==> src/rtl/irq_pending_arbiter.sv <==
// Sticky request capture with masked highest-index arbitration and a registered valid/ready offer.
// Optional IRQ_EDGE_DETECT_EN: events are rising edges of req_in instead of levels.
module irq_pending_arbiter #(
  parameter int N     = 4,
  parameter int IDX_W = 2
) (
  input  logic             clk,
  input  logic             rst_n,
  input  logic [N-1:0]     req_in,
  input  logic [N-1:0]     mask_in,
  input  logic             out_ready,
  input  logic             clear_ovf,
  output logic             out_valid,
  output logic [IDX_W-1:0] out_idx,
  output logic [N-1:0]     pending_o,
  output logic [N-1:0]     ovf_o
);

  // Handshake: an offer (out_valid, out_idx) is held unchanged until a clock edge
  // sees out_valid && out_ready; that edge is the transfer and clears the offered bit.
  typedef enum logic {IDLE, OFFER} state_t;

  state_t           state, state_next;
  logic [N-1:0]     pending, ovf, events, clr_vec, eligible;
  logic             valid_next;
  logic [IDX_W-1:0] idx_next, top_idx;

`ifdef IRQ_EDGE_DETECT_EN
  logic [N-1:0] req_prev;

  always_ff @(posedge clk or negedge rst_n) begin
    if (!rst_n) req_prev <= '0;
    else        req_prev <= req_in;
  end

  assign events = req_in & ~req_prev;
`else
  assign events = req_in;
`endif

  assign eligible  = pending & mask_in;
  assign pending_o = pending;
  assign ovf_o     = ovf;

  always_comb begin
    clr_vec = '0;
    if (out_valid && out_ready) clr_vec[out_idx] = 1'b1;
  end

  // Ascending scan so the highest set index is the one that sticks.
  always_comb begin
    top_idx = '0;
    for (int i = 0; i < N; i++) begin
      if (eligible[i]) top_idx = IDX_W'(i);
    end
  end

  always_comb begin
    state_next = state;
    valid_next = out_valid;
    idx_next   = out_idx;
    case (state)
      IDLE: begin
        valid_next = 1'b0;
        if (eligible != '0) begin
          state_next = OFFER;
          valid_next = 1'b1;
          idx_next   = top_idx;
        end
      end
      OFFER: begin
        if (out_ready) begin
          state_next = IDLE;
          valid_next = 1'b0;
        end
      end
      default: begin
        state_next = IDLE;
        valid_next = 1'b0;
      end
    endcase
  end

  always_ff @(posedge clk or negedge rst_n) begin
    if (!rst_n) begin
      state     <= IDLE;
      out_valid <= 1'b0;
      out_idx   <= '0;
    end else begin
      state     <= state_next;
      out_valid <= valid_next;
      out_idx   <= idx_next;
    end
  end

  // A new event on the bit being granted re-arms it rather than counting as lost.
  always_ff @(posedge clk or negedge rst_n) begin
    if (!rst_n) begin
      pending <= '0;
      ovf     <= '0;
    end else begin
      pending <= (pending & ~clr_vec) | events;
      ovf     <= (clear_ovf ? '0 : ovf) | (events & pending & ~clr_vec);
    end
  end

endmodule

==> config.mk <==
export PLATFORM = sky130hd
export DESIGN_NAME = irq_pending_arbiter
export DESIGN_NICKNAME = d
export VERILOG_FILES = /design/src/rtl/irq_pending_arbiter.sv
export SDC_FILE = /design/constraint.sdc
export NUM_CORES = 1
export LEC_CHECK = 0
export BUFFER_PORTS_ARGS = -buffer_cell sky130_fd_sc_hd__buf_2
export CAP_MARGIN = 20
export CORE_MARGIN = 3
export CORE_UTILIZATION = 35
export DETAILED_ROUTE_END_ITERATION = 7
export GPL_TIMING_DRIVEN = 0
export SYNTH_ARGS = -nofsm -noshare
export SYNTH_HDL_FRONTEND = slang
export SYNTH_SLANG_ARGS = --single-unit
==> constraint.sdc <==
create_clock -name clk -period 2.89 [get_ports clk]
set_clock_uncertainty 0.2 [all_clocks]
set_input_delay 0 -clock clk [delete_from_list [all_inputs] [get_ports clk]]
set_output_delay 0 -clock clk [all_outputs]
set_load 0.1 [all_outputs]
; ---- After elaboration in Yosys (flattened, before gate mapping)
; Cells that the tools add are included.
[word_totals]
input_bits = 12
word_cells = 32
register_bits = 12
[op_classes]
eq_ne = 1
n_reduce_logical = 4
n_mux = 12
bitwise = 8
order_cmp = 2
[ops]
columns = cell, n
row1 = AND 4 bit, 4
row2 = 2-to-1 mux 4 bit, 2
row3 = bitwise OR 4 bit, 2
row4 = 2-to-1 mux 1 bit, 5
row5 = 2-to-1 mux 2 bit, 2
row6 = inverter 4 bit, 1
row7 = case mux 1 bit (2 select lines), 2
row8 = nonzero test 4 bit, 1
row9 = < comparator 2 x 3 -> 1 bit (second input constant), 1
row10 = demux 1 bit (select 2 bit), 1
row11 = >= comparator 2 x 1 -> 1 bit (second input constant), 1
row12 = logical AND 1 bit, 2
row13 = inequality test 2 bit (second input constant), 1
row14 = AND reduction 2 bit, 1
row15 = inverter 1 bit, 1

; ---- Longest topological paths before layout
; Gate-level depths: netlist (run 1).
[depth]
ltp_word = 8
depth_mapped = 3
depth_no_buf = 3

; ---- Worst setup path after synthesis (run 1)
; No wires, ideal clock.
[synth_path]
kind = reg2reg
from = register pending[0], in the netlist pending_o[0]
to = register out_idx[0]
path_slack_ns = 1.067
stages_incl_launch_ff = 4
arrival_ns = 1.497
setup_time_ns = 0.126
path_cell_list = dfrtp_1 > nand2_2 > o2bb2ai_1 > a221o_1
[synth_via]
elab_chain_cells = 3
[synth_lines]
columns = item, line
row1 = start: declaration, 24  ; logic [N-1:0] pending, ovf, events, clr_vec, eligible;
row2 = start signal: assignment, 102  ; pending <= (pending & ~clr_vec) | events;
row3 = AND 4 bit, 41  ; assign eligible = pending & mask_in;
row4 = nonzero test 4 bit, 65  ; if (eligible != '0) begin
row5 = AND reduction 2 bit (no line), n/a
row6 = end signal: assignment, 92  ; out_idx <= idx_next;
row7 = end: declaration, 14  ; output logic [IDX_W-1:0] out_idx,
; No other way between the ends.
; A chain may end at the register's enable or synchronous reset.

==> metrics.cfg, run 1 <==
[run_status]
status = complete, no violations

[logic_synthesis]
synth.distinct_cells = 18
synthMuxAreaShare = 0
synth_top_family_by_area = compound AO/OA/AOI/OAI gates
synth_fp_nets = 56
synthSimpleGateAreaFrac = 0.109
synthesis.instances = 44
syn_area_per_cell_sq_um = 11.5
synth_fa_ha_area_frac = 0
synth_compound_area_frac = 0.256
yosys_warnings = 0
netlist_area_sq_um = 504
synth-seq-cells = 12
seq_area_frac_synth = 0.596
synth_xor_area_frac = 0

[setup_path]
crit_type = reg -> reg
cp-start-kind = flip-flop
critical_path_required_ns = 2.85
cp.arrival_ns = 1.74
slowest_delay_ns = 0.55
rrSetupSlack_ns = 1.11
path_cells = o2bb2ai_1 -> a221o_1 -> dlygate4sd3_1
crit_path_top_delay_cell = dlygate4sd3_1
cp-end-kind = flip-flop
path_buf_inv = 1
crit_fanout = 7
crit_family = buffers and inverters

[drt]
route.detailed.drc = 0
drt_first_iter_violations = 20
detail-route-antenna-nets = 0
vias = 505
wire_per_inst_um = 12.4
vias_per_cell = 4.95
wl_mm = 1.27
dr.pass1.iters = 4

[floorplan]
start_util = 0.378
core_sq_mm = 0.00133
io_pins = 23
die_h_um = 44.0
fp-row-count = 13
die-width_um = 44.0
die-area_sq_mm = 0.00193

[cts]
clk_pin_slew_ns = 0.07
numCtsBuffers = 3
ctsResizeCount = 0
clk_path_buf_depth = 2
cts_sinks = 12
h-tree-depth = 1
cts_tree = done
cts_root_buffer = clkbuf_4
insertion_delay_ns = 0.27

[finish]
layout_commonest_cell = buf_2
drive_gt1_frac = 0.322
diodes = 0
fin_util = 0.627
mostFrequentLayoutCells = 23 x buf_2, 18 x dlygate4sd3_1, 12 x dfrtp_1
instances_no_fill = 102
syn_to_final_growth_pct = 65.8
nets = 101

[global_route]
grt_max_degree = 13
globalRouteOverflowTotal = 0
grt_pass1_wl_mm = 2.15
grt_pass1_vias = 516
grt_use_total = 0.153
antenna_found_initial = 0

[pwr]
power_leakage_nw = 0.376
vdd_drop_max_mv = 0.466
cellPowerDensity_mw_per_mm2 = 1100

[timing]
slew_viol_final = 0
finalSetupTns_ns = 0
fmax_mhz = 562
relSlewSlack = 0.635
final-setup-viol-count = 0
tightest_slew_ns = 0.545
hold_viol = 0
fin_crit_sh = 0.615
final.min_clock_period_ns = 1.78
worst_slack_ns = 1.11
grt_setup_unrepaired = no

[run]
drv_cap = 0

[placed_design]
port_buffers = 22
place_ws_ns = 1.63
gp_congestion = 0.744
dpl.hpwl_um = 849
dp.cells = 81

[worst_hold_path]
hp-class = reg -> reg

## cell type report
class                   count  area [sq um]
inverters                   4          15.0
plain buffers               1          5.00
well taps                  15          18.8
flip-flops and latches     12           300
multi-input cells          27           184
clock buffers               3          22.5
repair buffers             40           290
fillers                   122           498
## power by group
| group | switching (W) | internal, W |
|---|---|---|
| Clock | 0.0000523 | 0.0000483 |
| Sequential | 0.0000538 | 0.000219 |
| Combinational | 0.000414 | 0.000135 |
| Total | 0.000520 | 0.000403 |
## flip-flops by register name (all words and copies together), names as in the netlist
| name | cells |
|---|---|
| out_idx | 2 |
| out_valid | 1 |
| ovf_o | 4 |
| pending_o | 4 |
| state | 1 |
## worst register-to-register path, delay by kind of cell (launching register included)
family | cells | cell delay [ns]
buf+inv | 1 | 0.55
compound gates | 2 | 0.46
flops | 1 | 0.45
## synthesized netlist by cell type
| cell type | instances | area [sq um] |
|---|---|---|
| dfrtp_1 | 12 | 300 |
| a21o_1 | 5 | 37.5 |
| nand2_1 | 5 | 18.8 |
| inv_1 | 4 | 15.0 |
| o2bb2ai_1 | 3 | 26.3 |
| a32o_1 | 2 | 20.0 |
| nand2_2 | 2 | 12.5 |
| a21oi_1 | 1 | 5.00 |
| a221o_1 | 1 | 10.0 |
| a31o_1 | 1 | 8.76 |
| a41oi_1 | 1 | 8.76 |
| buf_2 | 1 | 5.00 |
| nand3_1 | 1 | 5.00 |
| nand4_1 | 1 | 6.26 |
| nand4b_1 | 1 | 8.76 |
| nor2_1 | 1 | 3.75 |
| o21ai_1 | 1 | 5.00 |
| o31ai_1 | 1 | 7.51 |
## per-layer routing
| layer | track usage | share of wire | up-vias |
|---|---|---|---|
| met1 | 0.193 | 0.47 | 226 |
| met2 | 0.235 | 0.43 | 25 |
| met5 | 0 | 0 | - |
| li1 | - | - | 250 |
| met3 | 0.0249 | 0.075 | 4 |
| met4 | 0.108 | 0.022 | 0 |
## logic make-up (layout without fill, tap and decap cells)
logic type	count (synthesis)	in the layout
flip-flops	12	12
buffers and inverters	5	48
AND/OR/NAND/NOR	11	11
AO/OA/AOI/OAI	16	16
## worst paths after layout
path / from / endpoint / cells past startpoint
worst max-delay path: out_idx[0]$_DFFE_PN0P_ / out_idx[0]$_DFFE_PN0P_ / 3
worst min-delay path: ovf_o[0]$_DFF_PN0_ / ovf_o[0]$_DFF_PN0_ / 1
worst max register to register: out_idx[0]$_DFFE_PN0P_ / out_idx[0]$_DFFE_PN0P_ / 3
worst min register to register: ovf_o[0]$_DFF_PN0_ / ovf_o[0]$_DFF_PN0_ / 1
max in group asynchronous: rst_n / pending_o[1]$_DFF_PN0_ / 3
min in group asynchronous: rst_n / pending_o[0]$_DFF_PN0_ / 3
## through the flow
stage | hold WS (ns) | total power, W | instance area (sq um)
after floorplan | -0.496 | 0.000691 | 504
after global placement | -0.306 | 0.000776 | 633
after detailed placement | -0.306 | 0.000779 | 633
after CTS | 0.299 | 0.000926 | 836
after global routing | 0.321 | 0.000971 | 836
final | 0.289 | 0.000923 | 836
## what timing repair did
item,CTS,global route
buffers inserted,0,0
hold endpoints to repair,24,0
hold buffers,18,0
No activity file was read; power rests on OpenSTA's default activity.
==> run 2, diff against run 1 <==
--- a/config.mk
+++ b/config.mk
@@ -5,6 +5,7 @@
 export SDC_FILE = /design/constraint.sdc
 export NUM_CORES = 1
 export LEC_CHECK = 0
+export ABC_AREA = 1
 export BUFFER_PORTS_ARGS = -buffer_cell sky130_fd_sc_hd__buf_2
 export CAP_MARGIN = 20
 export CORE_MARGIN = 3
==> constraint.sdc (replaced) <==
create_clock -name clk -period 1.8 [get_ports clk]
set_clock_uncertainty 0.2 [all_clocks]
set_input_delay 0 -clock clk [delete_from_list [all_inputs] [get_ports clk]]
set_output_delay 0 -clock clk [all_outputs]
set_load 0.1 [all_outputs]
==> metrics.cfg, run 2 <==
[run_status]
status = complete, no violations

[logic_synthesis]
synth.distinct_cells = 9
synth_async_sr_flop_share = 1.00
netlist_area_sq_um = 520
synthesis.instances = 60
syn_area_per_cell_sq_um = 8.67
synthFlopType = dfrtp_1
synth_fp_nets = 72
synth-seq-cells = 12
synth-edff-count = 0
synth_commonest_cells = 24 x nand2_1, 12 x dfrtp_1, 10 x nand3_1
seq_area_frac_synth = 0.577
yosysTopAreaCell = dfrtp_1
yosys_warnings = 0
synth_top_area_frac = 0.577
yosysMostFrequentCell = nand2_1
synth_area_leaders = dfrtp_1 58%, nand2_1 17%, nand3_1 9.6%, a21o_1 4.3%, inv_1 4.3%

[floorplan]
die_h_um = 44.6
die-width_um = 44.6
die-area_sq_mm = 0.00199
core_sq_mm = 0.00135
fp-row-count = 13
io_pins = 23
start_util = 0.386

[setup_path]
cp.arrival_ns = 1.66
rrSetupSlack_ns = 0.10
crit_type = reg -> reg
r2r_end = state$_DFF_PN0_
crit_fanout = 4
rr_startpoint = pending_o[2]$_DFF_PN0_
cp-end-kind = flip-flop
cp-start-kind = flip-flop
critical_path_required_ns = 1.76
reg2reg_depth = 7

[timing]
worst_slack_ns = 0.105
slew_viol_final = 0
final.min_clock_period_ns = 1.70
fin_crit_sh = 0.942
final-setup-viol-count = 0
hold_viol = 0
fin_hold_ws_ns = 0.276
fmax_mhz = 590
tightest_slew_ns = 0.560
grt_setup_unrepaired = no
relSlewSlack = 0.625
finalSetupTns_ns = 0

[cts]
numCtsBuffers = 3
postCtsSetupBuffers = 0
insertion_delay_ns = 0.27
cts_sinks = 12
clk_pin_slew_ns = 0.07
clk_path_buf_depth = 2
cts_tree = done
h-tree-depth = 1
cts_root_buffer = clkbuf_4

[placed_design]
placed_area_sq_um = 649
place_ws_ns = 0.653
port_buffers = 22
dpl.hpwl_um = 805
dp.cells = 97
gp_congestion = 0.776

[worst_hold_path]
hp-class = reg -> reg
holdPathEnd = ovf_o[0]$_DFF_PN0_
min-delay-start = ovf_o[0]$_DFF_PN0_
min_path_cells = 2

[global_route]
use_met1 = 0.168
grt_pass1_wl_mm = 2.20
grt_max_degree = 13
grt_use_total = 0.153
met2_usage = 0.264
grt.busiest_layer = met2
globalRouteOverflowTotal = 0
grt_util_met3 = 0.0732
grt_pass1_vias = 551
antenna_found_initial = 0

[finish]
nets = 118
syn_to_final_growth_pct = 68.7
layout_commonest_cell = nand2_1
diodes = 0
stdcell_area_sq_um = 878
drive_gt1_frac = 0.305
mostFrequentLayoutCells = 23 x nand2_1, 22 x buf_2, 19 x dlygate4sd3_1
nFillCells = 111
ff_latch_area_sq_um = 300
multi_input_area_sq_um = 196
instances_no_fill = 120

[pwr]
cellPowerDensity_mw_per_mm2 = 1770
power_leakage_nw = 0.445
vdd_drop_max_mv = 1.38

[drt]
wl_mm = 1.19
wire_per_inst_um = 9.91
vias_per_cell = 4.57
detail-route-antenna-nets = 0
route.detailed.drc = 0
drt_first_iter_violations = 7
dr.pass1.iters = 4
vias = 548

[run]
drv_cap = 0

run 2: changes by cell type in the layout (fill, tap and decap cells not counted), sizes merged, moves of 2 or more:
cell | previous run | this run
nand3 | 1 | 11
o2bb2ai | 3 | 0
inv | 4 | 7
a32o | 2 | 0
nand2 | 7 | 26
run 2: final cells by class:
| cell class | count | share of cell area |
|---|---|---|
| sequential | 12 | 0.342 |
| multi-input combinational | 41 | 0.224 |
| clock buffer | 4 | 0.0413 |
| tap | 15 | 0.0214 |
| inverter | 7 | 0.0299 |
| timing repair buffer | 41 | 0.342 |
run 2: worst max-delay path: stages (launching register included):
cell and delay (ns):
dfrtp_1 0.41, nand2_1 0.10, nand2_1 0.05, dlygate4sd3_1 0.57, nand2_2 0.09, nand2_2 0.05, inv_1 0.06, nand2_1 0.05
run 2: cells by family after synthesis:
family / Yosys count / share of synthesized area
compound gates: 4 / 0.0601
buf+inv: 7 / 0.0505
flops: 12 / 0.577
simple gates: 37 / 0.313
run 2: how the worst max path moves through the flow:
stage,from,end,slack (ns),cells after the start
after CTS,pending_o[2]$_DFF_PN0_,state$_DFF_PN0_,0.09,7
after global placement,pending_o[2]$_DFF_PN0_,state$_DFF_PN0_,0.65,6
after detailed placement,pending_o[2]$_DFF_PN0_,state$_DFF_PN0_,0.65,6
final,pending_o[2]$_DFF_PN0_,state$_DFF_PN0_,0.10,7
after global routing,pending_o[2]$_DFF_PN0_,state$_DFF_PN0_,0.01,7
after floorplan,out_valid$_DFFE_PN0P_,pending_o[3]$_DFF_PN0_,0.04,4
run 2: layer usage:
layer,part of all wire,vias up
li1,-,283
met1,0.42,251
met2,0.51,12
met3,0.060,2
met4,0.010,0
met5,0,-
run 2: through the flow:
step                utilization  total power (W)
CTS                       0.649          0.00156
floorplan                     -          0.00114
global route              0.651          0.00165
global placement          0.481          0.00128
finish                    0.651          0.00155
detailed placement        0.481          0.00128
run 2: what timing repair did:
| item | in CTS | in global routing |
|---|---|---|
| hold buffers | 19 | 0 |
| resized for setup | 0 | 1 |
| setup endpoints to repair | 0 | 3 |
| hold endpoints to repair | 24 | 0 |
run 2: report_power, final:
group | internal [W] | switching, W | leakage, nW
registers | 0.000355 | 0.0000733 | 0.126
logic | 0.000196 | 0.000721 | 0.297
clock network | 0.000123 | 0.0000855 | 0.0210
total | 0.000674 | 0.000880 | 0.445
